<file path="src/rtl/io_defs_pkg.sv">
// Shared MMIO definitions for the memory-mapped IO window: register
// addresses, the empty-read sentinel and status word bit positions.
package io_defs;

    localparam logic [31:0] OUT_AVAIL    = 32'h8000_0000;
    localparam logic [31:0] OUT_DATA     = 32'h8000_0004;
    localparam logic [31:0] IN_STATUS    = 32'h8000_0008;
    localparam logic [31:0] IN_DATA      = 32'h8000_000C;

    localparam logic [31:0] EMPTY_WORD   = 32'hFFFF_FFFF;
    localparam int          OVERFLOW_BIT = 31;

endpackage

</file>
<file path="src/rtl/mmio_input_port_fifo.sv">
// Circular byte FIFO with qualified push/pop, combinational head byte,
// occupancy count and full/empty flags.
module byte_fifo #(
    parameter int DEPTH = 32
) (
    input  logic                     clk,
    input  logic                     reset,
    input  logic                     push,
    input  logic                     pop,
    input  logic [7:0]               wr_data,
    output logic [7:0]               head_data,
    output logic [$clog2(DEPTH):0]   count,
    output logic                     full,
    output logic                     empty
);

    localparam int PTR_W = $clog2(DEPTH);
    localparam int CNT_W = PTR_W + 1;

    logic [7:0]       mem_q [DEPTH];
    logic [7:0]       mem_d [DEPTH];
    logic [PTR_W-1:0] head_q, head_d;
    logic [PTR_W-1:0] tail_q, tail_d;
    logic [CNT_W-1:0] count_q, count_d;
    logic             pop_ok;
    logic             push_ok;

    assign empty     = (count_q == '0);
    assign full      = (count_q == CNT_W'(DEPTH));
    assign count     = count_q;
    assign head_data = mem_q[head_q];

    // A pop frees a slot in the same cycle, so a full FIFO can still take a push.
    assign pop_ok  = pop && !empty;
    assign push_ok = push && (!full || pop_ok);

    always_comb begin
        mem_d   = mem_q;
        head_d  = head_q;
        tail_d  = tail_q;
        count_d = count_q;
        if (push_ok) begin
            mem_d[tail_q] = wr_data;
            tail_d        = tail_q + PTR_W'(1);
        end
        if (pop_ok) begin
            head_d = head_q + PTR_W'(1);
        end
        if (push_ok && !pop_ok) begin
            count_d = count_q + CNT_W'(1);
        end else if (pop_ok && !push_ok) begin
            count_d = count_q - CNT_W'(1);
        end
    end

    always_ff @(posedge clk) begin
        if (reset) begin
            head_q  <= '0;
            tail_q  <= '0;
            count_q <= '0;
        end else begin
            head_q  <= head_d;
            tail_q  <= tail_d;
            count_q <= count_d;
            mem_q   <= mem_d;
        end
    end

endmodule

</file>
<file path="src/rtl/mmio_input_port.sv">
// Memory-mapped input port: an external producer pushes bytes, the CPU polls
// STATUS and pops bytes by loading from DATA.
module mmio_input_port
    import io_defs::*;
#(
    parameter int          INPUT_BUFFER_BYTE_SIZE = 32,
    parameter logic [31:0] BASE_ADDR              = IN_STATUS
) (
    input  logic        clk,
    input  logic        reset,
    input  logic [31:0] addr_read,
    input  logic        read_en,
    output logic [31:0] read_data,
    input  logic        write_en,
    input  logic [31:0] addr_write,
    input  logic        io_input_en,
    input  logic [7:0]  io_input_data,
    output logic        io_input_ready,
    output logic        io_overflow,
    output logic [31:0] io_buffer_size_used
);

    localparam int          CNT_W     = $clog2(INPUT_BUFFER_BYTE_SIZE) + 1;
    localparam logic [31:0] DATA_ADDR = BASE_ADDR + 32'd4;

    logic [7:0]       head_byte;
    logic [CNT_W-1:0] fifo_count;
    logic             fifo_full;
    logic             fifo_empty;
    logic             pop_fire;
    logic             overflow_q, overflow_d;

    assign pop_fire       = read_en && (addr_read == DATA_ADDR) && !fifo_empty;
    assign io_input_ready = !fifo_full || pop_fire;

    byte_fifo #(
        .DEPTH (INPUT_BUFFER_BYTE_SIZE)
    ) u_fifo (
        .clk       (clk),
        .reset     (reset),
        .push      (io_input_en),
        .pop       (read_en && (addr_read == DATA_ADDR)),
        .wr_data   (io_input_data),
        .head_data (head_byte),
        .count     (fifo_count),
        .full      (fifo_full),
        .empty     (fifo_empty)
    );

    // Clear first so a coincident dropped push still leaves the flag set.
    always_comb begin
        overflow_d = overflow_q;
        if (write_en && (addr_write == BASE_ADDR)) begin
            overflow_d = 1'b0;
        end
        if (io_input_en && !io_input_ready) begin
            overflow_d = 1'b1;
        end
    end

    always_ff @(posedge clk) begin
        if (reset) begin
            overflow_q <= 1'b0;
        end else begin
            overflow_q <= overflow_d;
        end
    end

    always_comb begin
        read_data = '0;
        if (addr_read == BASE_ADDR) begin
            read_data[15:0]         = 16'(fifo_count);
            read_data[OVERFLOW_BIT] = overflow_q;
        end else if (addr_read == DATA_ADDR) begin
            read_data = fifo_empty ? EMPTY_WORD : {24'b0, head_byte};
        end
    end

    assign io_overflow         = overflow_q;
    assign io_buffer_size_used = 32'(fifo_count);

endmodule
</file>
<file path="config.mk">
export PLATFORM = sky130hd
export DESIGN_NAME = mmio_input_port
export DESIGN_NICKNAME = d
export VERILOG_FILES = /design/src/rtl/io_defs_pkg.sv /design/src/rtl/mmio_input_port_fifo.sv /design/src/rtl/mmio_input_port.sv
export SDC_FILE = /design/constraint.sdc
export NUM_CORES = 1
export LEC_CHECK = 0
export ABC_AREA = 1
export BUFFER_PORTS_ARGS = -buffer_cell sky130_fd_sc_hd__buf_2
export CORE_MARGIN = 2
export CORE_UTILIZATION = 59
export CTS_CLUSTER_SIZE = 40
export DETAILED_ROUTE_END_ITERATION = 6
export PLACE_DENSITY = 0.8
export SLEW_MARGIN = 20
export SYNTH_ARGS = -nofsm -noshare
export SYNTH_HDL_FRONTEND = slang
export SYNTH_SLANG_ARGS = --single-unit
</file>
<file path="constraint.sdc">
create_clock -name clk -period 3.7 [get_ports clk]
set_clock_uncertainty 0.05 [all_clocks]
set_input_delay 0.555 -clock clk [delete_from_list [all_inputs] [get_ports clk]]
set_output_delay 0.555 -clock clk [all_outputs]
set_load 0.01 [all_outputs]
</file>
==> results of run 1 <==
-- cell families (layout without fill, tap and decap cells) --
logic type / after synthesis / after routing
and+or+nand+nor: 653 / 653
other: 1 / 26
xor gates and xnor gates: 11 / 11
buffers and inverters: 283 / 356
DFF: 273 / 273
AOI/OAI and AO/OA: 81 / 81
adders and majority gates: 12 / 12
-- metrics by stage --
stage          power, mW  util, %  cells  worst slack [ns]
6_report            6.41     67.0   1687             0.386
5_1_grt             6.59     67.0   1687             0.212
4_1_cts             6.42     67.0   1687             0.447
3_5_place_dp        3.80     62.9   1639             0.462
3_3_place_gp        3.80     62.9   1639             0.537
2_1_floorplan       3.67        -   1339             0.895
-- final cells by class --
| type | instances | share of cell area [%] |
|---|---|---|
| multi-input cells | 783 | 24.9 |
| well taps | 275 | 2.44 |
| flip-flops and latches | 273 | 56.9 |
| clock buffers | 33 | 4.94 |
| repair buffers | 127 | 4.96 |
| clock inverters | 15 | 1.10 |
| inverters | 181 | 4.82 |
-- worst min path at each step --
stage                     startpoint          endpoint  slack [ns]  cells after the start
finish                   io_input_en  u_fifo.tail_q[2]        0.34                      3
floorplan           u_fifo.head_q[3]  u_fifo.head_q[3]        0.42                      2
global route             io_input_en  u_fifo.tail_q[4]        0.34                      3
CTS                      io_input_en  u_fifo.tail_q[2]        0.33                      3
detailed placement       io_overflow       io_overflow        0.42                      2
global placement         io_overflow       io_overflow        0.42                      2
-- placed cells by master, fill, tap and decap left out --
cell type	count
a211oi_1	1
a21oi_1	19
and2_1	1
buf_12	3
buf_2	116
buf_4	8
bufinv_16	3
clkbuf_1	6
clkbuf_16	27
clkinv_1	7
clkinv_2	5
clkinv_4	2
conb_1	26
dfxtp_1	15
dfxtp_2	1
dfxtp_4	1
edfxtp_1	256
fa_1	1
ha_1	11
inv_1	177
inv_2	1
inv_6	1
nand2_1	373
nand2_2	1
nand2_4	5
nand3_1	134
nand3b_1	1
nand4_1	7
nor2_1	120
nor2_2	1
nor2_8	1
nor3_1	3
nor4_1	6
o211ai_1	9
o21ai_0	32
o21ai_1	14
o22ai_1	6
xnor2_1	3
xor2_1	8
-- critical path: cells and delay by family, from the launching register on --
| kind | cells | cell delay (ns) |
|---|---|---|
| simple gates | 10 | 0.88 |
| buf+inv | 4 | 0.90 |
| flops | 1 | 0.37 |
-- per-layer routing --
| layer | share of wire [%] | track usage (%) | vias to the layer above |
|---|---|---|---|
| li1 | - | - | 4363 |
| met3 | 9.9 | 4.43 | 70 |
| met4 | 3.5 | 10.8 | 0 |
| met1 | 38 | 35.9 | 4356 |
| met5 | 0 | 0 | - |
| met2 | 48 | 44.8 | 558 |
-- power groups by stage --
| stage | sequential (mW) | clock [mW] | combinational, mW |
|---|---|---|---|
| after floorplan | 3.49 | 0 | 0.181 |
| after global placement | 3.49 | 0 | 0.303 |
| after detailed placement | 3.49 | 0 | 0.310 |
| after CTS | 3.43 | 2.68 | 0.312 |
| after global routing | 3.43 | 2.81 | 0.348 |
| final | 3.43 | 2.67 | 0.316 |
-- sequential cells by signal (all words and copies together), names as in the netlist --
signal	cells
io_overflow	1
u_fifo.head_q	5
u_fifo.mem_q	256
u_fifo.count	6
u_fifo.tail_q	5
==> results by group, run 1 <==
STA
  – Min Hold Slack: 0.339 ns
  – Max Freq: 302 MHz
  – Tcrit/Tclk final: roughly 90%
  – Final setup fails: 0
  – Max_slew headroom: between 40% and 50%
  – Worst Tran Pin Value: approximately 0.87 ns
  – Final Hold Viols: 0
  – Unrepaired setup endpoints after global routing: false
  – Max-slew violations: 0
  – Tmin final: approximately 3.3 ns
  – Fin Setup TNS: 0 ns

Floorplan
  – Die area: 22,800 µm²
  – FP Rows: 53
  – Core outline area: 21,100 µm²
  – Die W: ~150 µm
  – I/O Pins: around 140
  – Die extent in y: between 150 and 200 µm
  – Initial core utilization: a little over 60%

Worst setup path
  – Critical path peak fanout: just over 40
  – Crit path from: u_fifo.head_q[0]
  – R2R Setup Slk: ~0.84 ns
  – Largest stage delay, worst path: about 0.47 ns
  – WP data arrival: between 2 and 3 ns
  – Slowest cell on the critical path: buf_4
  – CP most frequent cell: nand2_1
  – Critical path class: flop to primary output
  – CP startpoint kind: flop
  – Reg2reg end: u_fifo.count[5]
  – Reg2Reg Depth: 16
  – CP required: between 3 and 4 ns
  – Crit. End Element: primary output
  – Crit path capture: read_data[5]
  – Critical-path cell list: clkinv_2, buf_4, nand2_1, nand3_1, nand2_1, nand2_1, nand2_1, inv_1, nand2_1, nand2_1, nand3_1, nand2_1, nand2_1, buf_2
  – R2R Path Start: u_fifo.count[0]

Route
  – Detailed Routing Iterations Pass 1: 5
  – ANT nets after route: 0
  – Vias: between 9k and 10k
  – Vias per cell: about 5.5
  – Total length of routed wires: roughly 30,000 µm
  – DR WL/cell: between 15 and 20 µm
  – DRC: 0
  – DR iter-0 viols: 1,160

GRT
  – First-pass GRT wire length: between 40,000 and 50,000 µm
  – Initial antenna violation count: 0
  – GRT Total Usage: a little over a quarter
  – Remaining Overflow, GRT: 0
  – Largest net degree at the start of global routing: roughly 130
  – Vias in the first global route: approximately 8.9k

Synth
  – Cell taking the most area after synthesis: edfxtp_1
  – Top cells by count, synth: 373 x nand2_1, 256 x edfxtp_1, 177 x inv_1, 134 x nand3_1, 121 x nor2_1
  – Yosys reg bits: between 200 and 300
  – Post-synthesis xor/xnor area fraction: less than 1%
  – Simple-Gate Fraction of Synth Area: 21.3%
  – Primary FF master, synth: edfxtp_1
  – Syn Inst Count: 1,314
  – Post-synth EDFFs: 256
  – Largest family of logic cells by synthesized area: simple AND/OR/NAND/NOR gates
  – Largest cells by area after synthesis: edfxtp_1 60%, nand2_1 11%, nand3_1 5.3%
  – Number of library cell types mapped by synthesis: 32
  – Area fraction in compound gates after synthesis: about 3.4%
  – Register area share after synthesis: 63.0%
  – Top-count cell post-synth: nand2_1
  – Mapped Area: roughly 13,000 µm²
  – Mux contribution to synthesized area: 0%
  – Fraction of registers with async set or reset after synthesis: 0%
  – Ys Warns: 0
  – Avg Inst Size Synth: a little under 10 µm²
  – Share of the synthesized area in the top cell type: 60.3%
  – Adder-cell share of the synthesized area: 1.24%

Finish
  – Layout Nets: about 1.5k
  – Footprint of the multi-input gates: between 3000 and 4000 µm²
  – Layout cell share with drive strength beyond 1: 12.5%
  – Final Cell Area: about 14,000 µm²
  – Register area: around 8000 µm²
  – Fillers: roughly 1.5k
  – Diode count: 0
  – Synth-to-Final Area Change: 10.8%

Clocking
  – Number of setup buffers added after CTS: 0
  – Clock Latency Late Sink: between 0.5 and 0.6 ns
  – Cts hold-fix bufs: 0
  – Post_cts resized: 0
  – Clock Sinks: 273
  – Clock Path Buffers: 3
  – Total CTS buffers: 27
  – H-Tree Depth: 1
  – Root Driver: clkbuf_16
  – CTS tree: yes
  – Worst-path clk slew: 0.06 ns

Placement
  – DP Area: roughly 13,000 µm²
  – Dpl hpwl: between 15,000 and 20,000 µm
  – Input/output buffers: roughly 120
  – Routability congestion estimate: 0.983

Min path
  – Hold Path Class: input port to flop

Power and ir drop
  – Combinational Power Share: 4.9%
  – Power share of the clock group: 41.6%
  – Leak: about 6 nW
  – Switch Pwr: around 1.4 mW
  – Internal Power: between 5 and 6 mW
  – Sw frac: a little over a fifth
  – Worst vdd ir: ~0.00033 V
  – Register share of total power: between 50% and 60%
  – Power Dens Cells: between 400 and 500 nW/µm²

Status
  – Status: complete, no violations

Job
  – Max_cap viols: 0
(Power assumes the default switching activity.)
==> inputs of run 2 (changes only) <==
- SYNTH_HIERARCHICAL: not set -> 1
==> results by group, run 2 <==
Synth
  – Post-synth EDFFs: 256
  – Number of library cell types mapped by synthesis: 32
  – Fraction of registers with async set or reset after synthesis: 0%
  – Cell taking the most area after synthesis: edfxtp_1
  – Avg Inst Size Synth: approximately 9.7 µm²
  – Mapped Area: roughly 13,000 µm²
  – Syn Inst Count: about 1.3k
  – Share of the synthesized area in the top cell type: between 60% and 70%
  – Top cells by count, synth: 399 x nand2_1, 256 x edfxtp_1, 165 x nand3_1, 164 x inv_1, 100 x nor2_1
  – Largest cells by area after synthesis: edfxtp_1 61%, nand2_1 12%, nand3_1 6.5%
  – Yosys reg bits: approximately 270
  – Register area share after synthesis: between 60% and 70%
  – Primary FF master, synth: edfxtp_1
  – Ys Warns: 6
  – Top-count cell post-synth: nand2_1

Status
  – Status: complete, no violations

GRT
  – Largest net degree at the start of global routing: 107
  – Initial antenna violation count: 0
  – GRT Total Usage: 26.0%
  – Vias in the first global route: 8,490
  – Remaining Overflow, GRT: 0
  – First-pass GRT wire length: between 40,000 and 50,000 µm

Clocking
  – Worst-path clk slew: 0.06 ns
  – Root Driver: clkbuf_16
  – Total CTS buffers: 27
  – Clock Latency Late Sink: around 0.54 ns
  – CTS tree: yes
  – Clock Path Buffers: 3
  – Clock Sinks: between 200 and 300
  – Cts hold-fix bufs: 0
  – H-Tree Depth: 1

STA
  – Max Freq: between 200 and 300 MHz
  – Min Hold Slack: 0.273 ns
  – Fin Setup TNS: 0 ns
  – Max-slew violations: 0
  – Final Hold Viols: 0
  – Tcrit/Tclk final: between 90% and 100%
  – Unrepaired setup endpoints after global routing: false
  – Max_slew headroom: 46.8%
  – Tmin final: 3.49 ns
  – Worst Tran Pin Value: about 0.80 ns
  – Final setup fails: 0

Route
  – Vias: between 9k and 10k
  – DR iter-0 viols: around 1.1k
  – Vias per cell: 5.36
  – DR WL/cell: about 17 µm
  – DRC: 0
  – Detailed Routing Iterations Pass 1: 6
  – ANT nets after route: 0
  – Total length of routed wires: between 20,000 and 30,000 µm

Worst setup path
  – Critical path class: flop to primary output
  – Reg2Reg Depth: 15
  – CP required: a little over 3 ns
  – WP data arrival: 2.88 ns
  – R2R Setup Slk: slightly below 1 ns
  – Crit. End Element: primary output
  – Critical path peak fanout: 66
  – R2R Path Start: u_fifo/count[5]
  – CP startpoint kind: flop
  – Reg2reg end: u_fifo/count[5]

Min path
  – Worst min-delay path endpoint: io_overflow
  – Hold path cells: 3
  – Hold Path Class: input port to flop
  – Hold_sp: io_input_en

Finish
  – Most frequent cells in the layout: 399 x nand2_1, 256 x edfxtp_1, 165 x nand3_1
  – Max FFs per register: about 260
  – Diode count: 0
  – Most common cell after layout, fill and taps aside: nand2_1
  – Synth-to-Final Area Change: 12.5%
  – Final Cell Area: between 10,000 and 15,000 µm²
  – Layout cell share with drive strength beyond 1: roughly 14%
  – Layout Nets: between 1.5k and 2k
  – Largest reg by FF count: u_fifo/mem_q

Floorplan
  – Die W: ~150 µm
  – Core outline area: roughly 21,000 µm²
  – FP Rows: between 50 and 60
  – Initial core utilization: 60.2%
  – Die area: 22,600 µm²
  – I/O Pins: between 100 and 150
  – Die extent in y: roughly 150 µm

Power and ir drop
  – Worst vdd ir: 0.000375 V
  – Final Total Pwr: ~6.3 mW
  – Leak: 6.08 nW
  – Power Dens Cells: roughly 440 nW/µm²

Placement
  – Input/output buffers: around 120
  – Routability congestion estimate: about 0.9
  – Dpl hpwl: approximately 18,000 µm
  – DP Area: 13,400 µm²

Job
  – Max_cap viols: 0
==> run 2: how the worst max path moves through the flow <==
| stage | from | to | depth (start not counted) |
|---|---|---|---|
| after global routing | u_fifo/head_q[1] | read_data[3] | 11 |
| after floorplan | addr_read[23] | u_fifo/count[5] | 21 |
| after CTS | u_fifo/head_q[0] | read_data[5] | 13 |
| final | u_fifo/head_q[1] | read_data[5] | 11 |
| after global placement | addr_read[21] | u_fifo/count[5] | 22 |
| after detailed placement | addr_read[21] | u_fifo/count[5] | 22 |
==> run 2: worst max-delay path, cell delays in order (launching register included) <==
cell and delay, ns:
dfxtp_2 0.34, buf_4 0.64, nand3_1 0.14, nand3_1 0.10, nand2_1 0.07, nor2_1 0.21
nand2_1 0.09, nand2_1 0.10, inv_1 0.04, o21ai_0 0.13, o21ai_0 0.23, buf_2 0.22
==> run 2: metal layers <==
| layer | global-route usage (%) | share of wire (%) |
|---|---|---|
| met1 | 34.7 | 39 |
| met2 | 43.4 | 49 |
| met3 | 4.61 | 9.6 |
| met4 | 8.87 | 2.4 |
| met5 | 0 | 0 |
==> run 2: per-stage QoR <==
stage	setup WS (ns)	util [%]	instances
floorplan	0.724	-	1331
global placement	0.349	63.7	1662
detailed placement	0.218	63.7	1662
CTS	0.0691	67.7	1712
global route	0.0671	67.7	1713
finish	0.213	67.7	1713
==> run 2: cell type report <==
class / count / area (µm²)
clock buffers: 46 / 807
clock inverters: 4 / 22.5
fillers: 1536 / 6780
inverters: 169 / 636
multi-input cells: 790 / 3480
flip-flops and latches: 273 / 8030
well taps: 275 / 344
repair buffers: 156 / 913
==> run 2: cell families (layout without fill, tap and decap cells) <==
kind of cell / after synthesis / after routing / share of synthesized area (%)
adders and majority gates: 11 / 11 / 1.15
xor gates and xnor gates: 9 / 9 / 0.623
buffers and inverters: 268 / 375 / 9.81
other: 1 / 26 / 0.0296
DFF: 273 / 273 / 63.4
AOI/OAI and AO/OA: 59 / 59 / 2.52
and+or+nand+nor: 685 / 685 / 22.5
==> run 2: report_power, final <==
group | total (mW) | switching, mW | internal (mW)
registers | 3.43 | 0.0268 | 3.40
logic | 0.316 | 0.211 | 0.105
clock network | 2.56 | 1.09 | 1.47
total | 6.30 | 1.33 | 4.98
==> run 2: repair_timing <==
| action | in CTS | in global routing |
|---|---|---|
| setup endpoints to repair | 0 | 6 |
| endpoints found under the hold margin | 0 | 0 |
| buffers inserted | 0 | 1 |
| gates resized for setup | 0 | 1 |
